$ cat src/rtl/memory_game_ctrl_pkg.sv
// Shared types and constants for the 4x4 memory-game controller:
// FSM state encoding, grid geometry and the fixed card layout.
package memory_game_ctrl_pkg;

  typedef enum logic [2:0] {
    SEL1 = 3'd0,
    SEL2 = 3'd1,
    CMP  = 3'd2,
    SHOW = 3'd3,
    DONE = 3'd4
  } state_e;

  localparam int GRID  = 16;
  localparam int PAIRS = 8;

  // Pair ID for each card position, three bits per card, position 15 in the top slice.
  localparam logic [3*GRID-1:0] LAYOUT = {
    3'd7, 3'd4, 3'd6, 3'd3, 3'd5, 3'd2, 3'd1, 3'd7,
    3'd6, 3'd5, 3'd0, 3'd4, 3'd3, 3'd2, 3'd1, 3'd0
  };

  function automatic logic [2:0] pair_id(input logic [3:0] pos);
    return LAYOUT[int'(pos)*3 +: 3];
  endfunction

  function automatic logic [7:0] sat_inc8(input logic [7:0] v);
    return (v == 8'hFF) ? v : v + 8'd1;
  endfunction

endpackage

$ cat src/rtl/memory_game_ctrl_if.sv
// Button inputs and renderer/status outputs of the memory-game controller.
interface memory_game_ctrl_if;
  logic        start;
  logic        btn_up;
  logic        btn_down;
  logic        btn_left;
  logic        btn_right;
  logic        btn_sel;
  logic [3:0]  cursor_pos;
  logic [15:0] face_up;
  logic [15:0] matched;
  logic [3:0]  score;
  logic [7:0]  attempts;
  logic        game_done;

  modport master (
    output start, btn_up, btn_down, btn_left, btn_right, btn_sel,
    input  cursor_pos, face_up, matched, score, attempts, game_done
  );

  modport slave (
    input  start, btn_up, btn_down, btn_left, btn_right, btn_sel,
    output cursor_pos, face_up, matched, score, attempts, game_done
  );
endinterface

$ cat src/rtl/memory_game_ctrl_reveal_timer.sv
// Countdown for how long a mismatched pair stays visible; done_o pulses on the
// last enabled cycle so the owner leaves SHOW after exactly REVEAL_CYCLES cycles.
module reveal_timer #(
  parameter int REVEAL_CYCLES = 50_000_000
) (
  input  logic clk,
  input  logic rst_n,
  input  logic clr_i,
  input  logic load_i,
  input  logic en_i,
  output logic done_o
);
  localparam int CW = $clog2(REVEAL_CYCLES + 1);

  logic [CW-1:0] cnt_q, cnt_d;

  always_comb begin
    cnt_d = cnt_q;
    if (clr_i)                        cnt_d = '0;
    else if (load_i)                  cnt_d = CW'(REVEAL_CYCLES);
    else if (en_i && cnt_q != '0)     cnt_d = cnt_q - 1'b1;
  end

  always_ff @(posedge clk or negedge rst_n) begin
    if (!rst_n) cnt_q <= '0;
    else        cnt_q <= cnt_d;
  end

  assign done_o = en_i && !clr_i && (cnt_q == CW'(1));
endmodule

$ cat src/rtl/memory_game_ctrl.sv
// Memory-game controller: cursor movement, two-card selection, pair comparison,
// timed reveal of mismatches and game completion on a fixed 4x4 layout.
module memory_game_ctrl
  import memory_game_ctrl_pkg::*;
#(
  parameter int REVEAL_CYCLES = 50_000_000
) (
  input  logic               clk,
  input  logic               rst_n,
  memory_game_ctrl_if.slave  gif
);
  state_e      state_q, state_d;
  logic [3:0]  cursor_q, cursor_d;
  logic [15:0] face_up_q, face_up_d;
  logic [15:0] matched_q, matched_d;
  logic [3:0]  score_q, score_d;
  logic [7:0]  attempts_q, attempts_d;
  logic [3:0]  first_q, first_d;
  logic [3:0]  second_q, second_d;
  logic        tmr_load, tmr_clr, tmr_done;

  reveal_timer #(.REVEAL_CYCLES(REVEAL_CYCLES)) u_timer (
    .clk    (clk),
    .rst_n  (rst_n),
    .clr_i  (tmr_clr),
    .load_i (tmr_load),
    .en_i   (state_q == SHOW),
    .done_o (tmr_done)
  );

  always_comb begin
    state_d    = state_q;
    cursor_d   = cursor_q;
    face_up_d  = face_up_q;
    matched_d  = matched_q;
    score_d    = score_q;
    attempts_d = attempts_q;
    first_d    = first_q;
    second_d   = second_q;
    tmr_load   = 1'b0;
    tmr_clr    = 1'b0;

    if (gif.start) begin
      state_d    = SEL1;
      cursor_d   = '0;
      face_up_d  = '0;
      matched_d  = '0;
      score_d    = '0;
      attempts_d = '0;
      tmr_clr    = 1'b1;
    end else begin
      unique case (state_q)
        SEL1, SEL2: begin
          // A select press swallows any move pulses of the same cycle.
          if (gif.btn_sel) begin
            if (!face_up_q[cursor_q]) begin
              face_up_d[cursor_q] = 1'b1;
              if (state_q == SEL1) begin
                first_d = cursor_q;
                state_d = SEL2;
              end else begin
                second_d = cursor_q;
                state_d  = CMP;
              end
            end
          end else if (gif.btn_up)    cursor_d = cursor_q - 4'd4;
          else if (gif.btn_down)      cursor_d = cursor_q + 4'd4;
          else if (gif.btn_left)      cursor_d = cursor_q - 4'd1;
          else if (gif.btn_right)     cursor_d = cursor_q + 4'd1;
        end
        CMP: begin
          attempts_d = sat_inc8(attempts_q);
          if (pair_id(first_q) == pair_id(second_q)) begin
            matched_d[first_q]  = 1'b1;
            matched_d[second_q] = 1'b1;
            score_d             = score_q + 4'd1;
            state_d             = (score_q == 4'(PAIRS - 1)) ? DONE : SEL1;
          end else begin
            tmr_load = 1'b1;
            state_d  = SHOW;
          end
        end
        SHOW: begin
          if (tmr_done) begin
            face_up_d[first_q]  = 1'b0;
            face_up_d[second_q] = 1'b0;
            state_d             = SEL1;
          end
        end
        DONE: ;
        default: state_d = SEL1;
      endcase
    end
  end

  always_ff @(posedge clk or negedge rst_n) begin
    if (!rst_n) begin
      state_q    <= SEL1;
      cursor_q   <= '0;
      face_up_q  <= '0;
      matched_q  <= '0;
      score_q    <= '0;
      attempts_q <= '0;
      first_q    <= '0;
      second_q   <= '0;
    end else begin
      state_q    <= state_d;
      cursor_q   <= cursor_d;
      face_up_q  <= face_up_d;
      matched_q  <= matched_d;
      score_q    <= score_d;
      attempts_q <= attempts_d;
      first_q    <= first_d;
      second_q   <= second_d;
    end
  end

  assign gif.cursor_pos = cursor_q;
  assign gif.face_up    = face_up_q;
  assign gif.matched    = matched_q;
  assign gif.score      = score_q;
  assign gif.attempts   = attempts_q;
  assign gif.game_done  = (state_q == DONE);
endmodule

$ cat src/flat_wrapper.sv
// flat-port wrapper written by rule: the top's interface ports become plain ports
module memory_game_ctrl_flat import memory_game_ctrl_pkg::*;
#(
  parameter int REVEAL_CYCLES = 50_000_000
)
  (clk, rst_n, gif_start, gif_btn_up, gif_btn_down, gif_btn_left, gif_btn_right, gif_btn_sel, gif_cursor_pos, gif_face_up, gif_matched, gif_score, gif_attempts, gif_game_done);
  memory_game_ctrl_if gif_i ();
  input  logic clk;
  input  logic rst_n;
  input wire logic [$bits(gif_i.start)-1:0] gif_start;
  input wire logic [$bits(gif_i.btn_up)-1:0] gif_btn_up;
  input wire logic [$bits(gif_i.btn_down)-1:0] gif_btn_down;
  input wire logic [$bits(gif_i.btn_left)-1:0] gif_btn_left;
  input wire logic [$bits(gif_i.btn_right)-1:0] gif_btn_right;
  input wire logic [$bits(gif_i.btn_sel)-1:0] gif_btn_sel;
  output wire logic [$bits(gif_i.cursor_pos)-1:0] gif_cursor_pos;
  output wire logic [$bits(gif_i.face_up)-1:0] gif_face_up;
  output wire logic [$bits(gif_i.matched)-1:0] gif_matched;
  output wire logic [$bits(gif_i.score)-1:0] gif_score;
  output wire logic [$bits(gif_i.attempts)-1:0] gif_attempts;
  output wire logic [$bits(gif_i.game_done)-1:0] gif_game_done;
  assign gif_i.start = gif_start;
  assign gif_i.btn_up = gif_btn_up;
  assign gif_i.btn_down = gif_btn_down;
  assign gif_i.btn_left = gif_btn_left;
  assign gif_i.btn_right = gif_btn_right;
  assign gif_i.btn_sel = gif_btn_sel;
  assign gif_cursor_pos = gif_i.cursor_pos;
  assign gif_face_up = gif_i.face_up;
  assign gif_matched = gif_i.matched;
  assign gif_score = gif_i.score;
  assign gif_attempts = gif_i.attempts;
  assign gif_game_done = gif_i.game_done;
  memory_game_ctrl #(.REVEAL_CYCLES(REVEAL_CYCLES)) u_core (.clk(clk), .rst_n(rst_n), .gif(gif_i));
endmodule
$ cat config.mk
export PLATFORM = sky130hd
export DESIGN_NAME = memory_game_ctrl_flat
export DESIGN_NICKNAME = d
export VERILOG_FILES = /design/src/rtl/memory_game_ctrl_pkg.sv /design/src/rtl/memory_game_ctrl_if.sv /design/src/rtl/memory_game_ctrl_reveal_timer.sv /design/src/rtl/memory_game_ctrl.sv /design/src/flat_wrapper.sv
export SDC_FILE = /design/constraint.sdc
export NUM_CORES = 1
export LEC_CHECK = 0
export ABC_AREA = 1
export CORE_MARGIN = 2
export CORE_UTILIZATION = 45
export CTS_CLUSTER_DIAMETER = 80
export DETAILED_ROUTE_END_ITERATION = 12
export PLACE_DENSITY_LB_ADDON = 0.12
export SETUP_SLACK_MARGIN = 0.3
export SLEW_MARGIN = 10
export SYNTH_ARGS = -nofsm -noshare
export SYNTH_HDL_FRONTEND = slang
export SYNTH_SLANG_ARGS = --single-unit
export TNS_END_PERCENT = 50
$ cat constraint.sdc
create_clock -name clk -period 3.2 [get_ports clk]
set_clock_uncertainty 0.2 [all_clocks]
set_input_delay 0.48 -clock clk [delete_from_list [all_inputs] [get_ports clk]]
set_output_delay 0.48 -clock clk [all_outputs]
set_load 0.005 [all_outputs]
# --- Yosys cells after proc, flatten, opt, wreduce, memory -nomap -nowiden ---
# Cells that the tools add are included.
op_classes:
  multipliers: 2
  add_sub_neg: 7
  bitwise_logic: 10
  n_shift: 2
  eq_ne: 14
  magnitude_cmp: 6
  muxes: 44
  n_reduce_logical: 23
ops:
  columns: ["operator", "n"]
  rows:
  - ["$mux 16", 7]
  - ["$shiftx 48x32->3 const A", 2]
  - ["$mux 26", 3]
  - ["$or 16x16->16", 3]
  - ["$mux 4", 10]
  - ["$and 16x16->16", 2]
  - ["$not 16->16", 2]
  - ["$pmux 16 s2", 1]
  - ["$eq 26x1->1 const B", 1]
  - ["$reduce_bool 26->1", 1]
  - ["$sub 26x1->26 const B", 1]
  - ["$mux 8", 3]
  - ["$mux 3", 6]
  - ["$lt 4x5->1 const B", 3]
  - ["$demux 1 s4", 3]
  - ["$ge 4x1->1 const B", 3]
  - ["$mul 4x2->6 const B", 2]
  - ["$pmux 3 s4", 1]
  - ["$reduce_and 5->1", 2]
  - ["$add 4x1->4 const B", 2]
  - ["$add 8x1->8 const B", 1]
  - ["$eq 8x8->1 const B", 1]
  - ["$mux 1", 8]
  - ["$reduce_and 4->1", 2]
  - ["other kinds (23)", 38]
totals:
  inputBits: 8
  word_cells: 117
  ff_bits: 85

# --- Longest topological paths before layout ---
depth:
  depth_word: 10
  depth_mapped: 17
  ltp_nobuf: 15

# --- Cells and area by module ---
# A second synthesis with hierarchy kept.
hier_totals:
  cells_unflattened: 847
  hier_area_um2: 5789.3
modules_own_cells:
  columns: ["mod", "instances", "area_per_inst_um2", "cells_each"]
  rows:
  - ["memory_game_ctrl", 1, 3906.2, 550]
  - ["reveal_timer", 1, 1883.1, 297]

# --- Worst setup path before layout ---
# OpenSTA, ideal clock, no wires.
synth_path:
  path_type: "reg-to-reg"
  startpoint: "reg u_core.second_q[0]"
  endpoint: "reg u_core.u_timer.cnt_q[15]"
  path_stages_with_launch: 16
  required_ns: 2.882
  t_arrival_ns: 1.754
  setup_slack_ns: 1.128
  n_path_buf: 2
  path_cell_list: "dfrtp_1 > inv_1 > ha_1 > inv_1 > buf_4 > nand3_1 > nand2_1 > nor2_1 > nand2_1 > nand2_1 > nand3_4 > nand2_2 > nand2_2 > buf_2 > nand3_1 > nand2_1"
synth_between:
  elab_chain_cells: 8
synth_rtl:
  columns: ["element", "line_no", "text"]
  rows:
  - ["start, declared", "memory_game_ctrl.sv:19", "logic [3:0] second_q, second_d;"]
  - ["start signal, assigned", "memory_game_ctrl.sv:114", "second_q <= second_d;"]
  - ["$mul 4x2->6 (*)", "memory_game_ctrl_pkg.sv:23", "return LAYOUT[int'(pos)*3 +: 3];"]
  - ["$shiftx 48x32->3 (*)", "memory_game_ctrl_pkg.sv:23", null]
  - ["$eq 3x3->1 (*)", "memory_game_ctrl.sv:73", "if (pair_id(first_q) == pair_id(second_q)) begin"]
  - ["$mux 1 (*)", "memory_game_ctrl.sv:73", null]
  - ["$mux 1 (*)", "memory_game_ctrl.sv:52", "unique case (state_q)"]
  - ["$mux 1 (*)", "memory_game_ctrl.sv:43", "if (gif.start) begin"]
  - ["$mux 26", "memory_game_ctrl_reveal_timer.sv:20", "else if (load_i) cnt_d = CW'(REVEAL_CYCLES);"]
  - ["$mux 26", "memory_game_ctrl_reveal_timer.sv:19", "if (clr_i) cnt_d = '0;"]
  - ["end signal, assigned", "memory_game_ctrl_reveal_timer.sv:26", "else cnt_q <= cnt_d;"]
  - ["end, declared", "memory_game_ctrl_reveal_timer.sv:15", "logic [CW-1:0] cnt_q, cnt_d;"]
# Mark *: on every way between the ends. The rest lies on a longest branch, timed or not.
# A chain may end at the register's enable or synchronous reset.

# --- Worst setup path after layout ---
layout_path:
  startpoint: "reg u_core.first_q[0]"
  endpoint: "reg u_core.u_timer.cnt_q[24]"
layout_between:
  elab_chain_cells: 8
layout_rtl:
  columns: ["element", "line_no", "text"]
  rows:
  - ["start, declared", "memory_game_ctrl.sv:18", "logic [3:0] first_q, first_d;"]
  - ["start signal, assigned", "memory_game_ctrl.sv:113", "first_q <= first_d;"]
  - ["$mul 4x2->6 (*)", "memory_game_ctrl_pkg.sv:23", null]
  - ["$shiftx 48x32->3 (*)", "memory_game_ctrl_pkg.sv:23", null]
  - ["$eq 3x3->1 (*)", "memory_game_ctrl.sv:73", null]
  - ["$mux 1 (*)", "memory_game_ctrl.sv:73", null]
  - ["$mux 1 (*)", "memory_game_ctrl.sv:52", null]
  - ["$mux 1 (*)", "memory_game_ctrl.sv:43", null]
  - ["$mux 26", "memory_game_ctrl_reveal_timer.sv:20", null]
  - ["$mux 26", "memory_game_ctrl_reveal_timer.sv:19", null]
# Marks and branches as above.

==> results.yml <==
grt:
  grtUsageTotal_pct: 23.9
  antenna_found_initial: 0
  use_met2_pct: 35.9
  top_usage_layer: "met2"
  first_global_vias: 5467
  met3_usage_pct: 4.25
  grt_max_degree: 52
  grt_pass1_wl_um: 27200
  grt_overflow: 0
  gr-usage-met1_pct: 34.6
pwr:
  cellLeakagePower_uw: 0.00341
  peakVddDrop_v: 0.000308
  power_density_mw_per_mm2: 866
synthesis:
  ys_seq_area_share_pct: 36.0
  yosys_warnings: 0
  synth_top_area_share_pct: 36.0
  synth_top_area_cell: "dfrtp_1"
  synth_area_mm2: 0.00591
  yosysUniqueCellTypes: 41
  syn_avg_cell_area_um2: 6.92
  synth-seq-cells: 85
  synth_nets: 883
  synth_area_leaders: "dfrtp_1, nand2_1, nand3_1, inv_1, nor2_1"
  synth_cells: 854
sta:
  grt_setup_unrepaired: "no"
  max_freq_mhz: 392
  timing.max_slew.rel_slack_pct: 54.7
  tns_ns: 0
  final-setup-viol-count: 0
  min_period_ns: 2.55
  finalCritPeriodShare_pct: 79.7
  worst_slack_ns: 0.649
  hold_viol: 0
  drv_slew: 0
  worstMarginPinSlew_ns: 0.680
  worst_hold_slack_ns: 0.278
placement:
  post-place-ws_ns: 0.636
  placedCellCount: 1066
  dpl_cell_area_mm2: 0.00660
  portBuffers: 56
  dpl.hpwl_um: 11800
  gp_congestion: 0.953
worst_setup_path:
  cpMaxStageDelayCell: "dfrtp_1"
  critPathKind: "reg2reg"
  cp-end-kind: "register"
  reg2reg_from: "u_core.first_q[0]"
  cp_num_cells: 13
  reg2reg_depth: 13
  cpPeakStageDelay_ns: 0.48
  startpoint: "u_core.first_q[0]"
  rr_endpoint: "u_core.u_timer.cnt_q[24]"
  cp_num_buf_inv: 2
  rrSetupSlack_ns: 0.65
  worstPathRequired_ns: 3.25
  crit_chain: "inv_1 -> ha_1 -> inv_1 -> nand2_1 -> nor2_1 -> nor2_1 -> nand2_1 -> nand2_1 -> nand2_2 -> nand3_4 -> nand2_2 -> nand2_2 -> o21ai_0"
  worstPathArrival_ns: 2.61
  critPathMaxFanout: 23
  crit_path_start_kind: "register"
  crit_family: "simple AND/OR/NAND/NOR gates"
cts:
  cts_tree: "built"
  cts_buffers: 9
  cts_root_buf: "clkbuf_16"
  cts_sinks: 85
  clock_path_buffers: 2
  cts_resized: 0
  htreeDepth: 3
  path_clk_slew_ns: 0.06
  clk_latency_ns: 0.35
layout:
  area_growth_pct: 17.1
  final_design_area_no_fill_mm2: 0.00692
  layout.nets: 935
  final_common_cell: "nand2_1"
  fin_cells: 1083
  num_antenna_cells: 0
  drive_gt1_share_pct: 6.15
  layout_common_cells: "nand2_1, nor2_1, inv_1"
detailed_routing:
  wirelength_um: 16100
  vias: 5755
  dr.pass1.iters: 5
  vias_per_cell: 5.31
  postRouteAntennaNets: 0
  initialDrtViolationCount: 380
  drcViolationCount: 0
  routedWlPerCell_um: 14.9
floorplan:
  io_pins: 57
  start_util_pct: 46.4
  die_w_um: 119
  die_area_mm2: 0.0141
  core.rowCount: 41
  core_area_mm2: 0.0127
  die_h_um: 119
run:
  cap_violations: 0
min_path:
  hold_start: "u_core.gif.matched[14]"
  min_path_type: "reg2reg"
  min_to: "u_core.gif.matched[14]"
  holdPathStages: 2
outcome:
  status: "finished clean"
==> per-layer routing <==
| metal | share of wire, % | routed length, um | vias to the layer above |
|---|---|---|---|
| li1 | - | - | 2870 |
| met3 | 6.9 | 1100 | 17 |
| met1 | 49 | 7810 | 2649 |
| met4 | 1.2 | 195 | 0 |
| met5 | 0 | 0 | - |
| met2 | 43 | 6980 | 219 |
==> flip-flops by register name, summed over array words and instances (netlist names) <==
register / count
u_core.u_timer.cnt_q: 26
u_core.gif.face_up: 16
u_core.gif.matched: 16
u_core.gif.attempts: 8
u_core.first_q: 4
u_core.gif.cursor_pos: 4
u_core.gif.score: 4
u_core.second_q: 4
u_core.state_q: 3
==> layout make-up <==
type / instances / area, um2
Clock buffer: 10 / 239
Clock inverter: 6 / 71.3
Inverter: 110 / 415
Fill cell: 1283 / 5800
Timing Repair Buffer: 69 / 658
Multi-Input combinational cell: 631 / 3190
Tap cell: 172 / 215
Sequential cell: 85 / 2130
==> cell families after synthesis <==
group                      after synthesis  synth area share (%)
and+or+nand+nor                        459                  33.6
buffers and inverters                  138                  9.94
AOI/OAI and AO/OA                      125                  12.0
DFF                                     85                  36.0
xor gates and xnor gates                25                  3.71
adders and majority gates               21                  4.58
muxes                                    1                 0.169
==> Yosys cell counts, drive strengths merged <==
cell	count
a21oi	8
a2bb2oi	1
a41oi	1
and2	1
buf	23
clkbuf	5
clkinv	1
dfrtp	85
fa	1
ha	20
inv	109
mux2i	1
nand2	232
nand3	83
nand3b	1
nand4	20
nor2	114
nor3	5
nor4	1
o2111ai	1
o211ai	17
o21a	2
o21ai	80
o22ai	13
o31ai	2
or2	2
xnor2	3
xor2	22
==> what timing repair did <==
item / in CTS / in global routing
setup buffers: 0 / 0
hold buffers: 1 / 0
endpoints found under the hold margin: 32 / 0
setup endpoints to repair: 0 / 0
==> metrics by stage <==
step / utilization, % / power, uW
6_report: 54.4 / 5990
3_3_place_gp: 51.9 / 4820
3_5_place_dp: 51.9 / 4870
2_1_floorplan: - / 3990
4_1_cts: 54.4 / 5990
5_1_grt: 54.4 / 6550
==> power by group <==
part	leakage [uW]	total, uW	switching, uW	internal (uW)
Clock	0.000145	1090	455	631
Combinational	0.00210	3230	2060	1170
Sequential	0.00116	1670	365	1310
==> worst min-delay path, stage by stage (launching register included) <==
cell	delay (ns)
dfrtp_1	0.34
nand2_1	0.05
nand2_1	0.05
==> how the worst max path moves through the flow <==
| stage | end | slack [ns] |
|---|---|---|
| final | u_core.u_timer.cnt_q[24] | 0.65 |
| after global routing | u_core.u_timer.cnt_q[11] | 0.39 |
| after CTS | u_core.u_timer.cnt_q[11] | 0.64 |
| after detailed placement | u_core.u_timer.cnt_q[24] | 0.64 |
| after global placement | u_core.u_timer.cnt_q[21] | 0.74 |
| after floorplan | u_core.u_timer.cnt_q[15] | 1.13 |
Power figures use the tool's default switching activity.
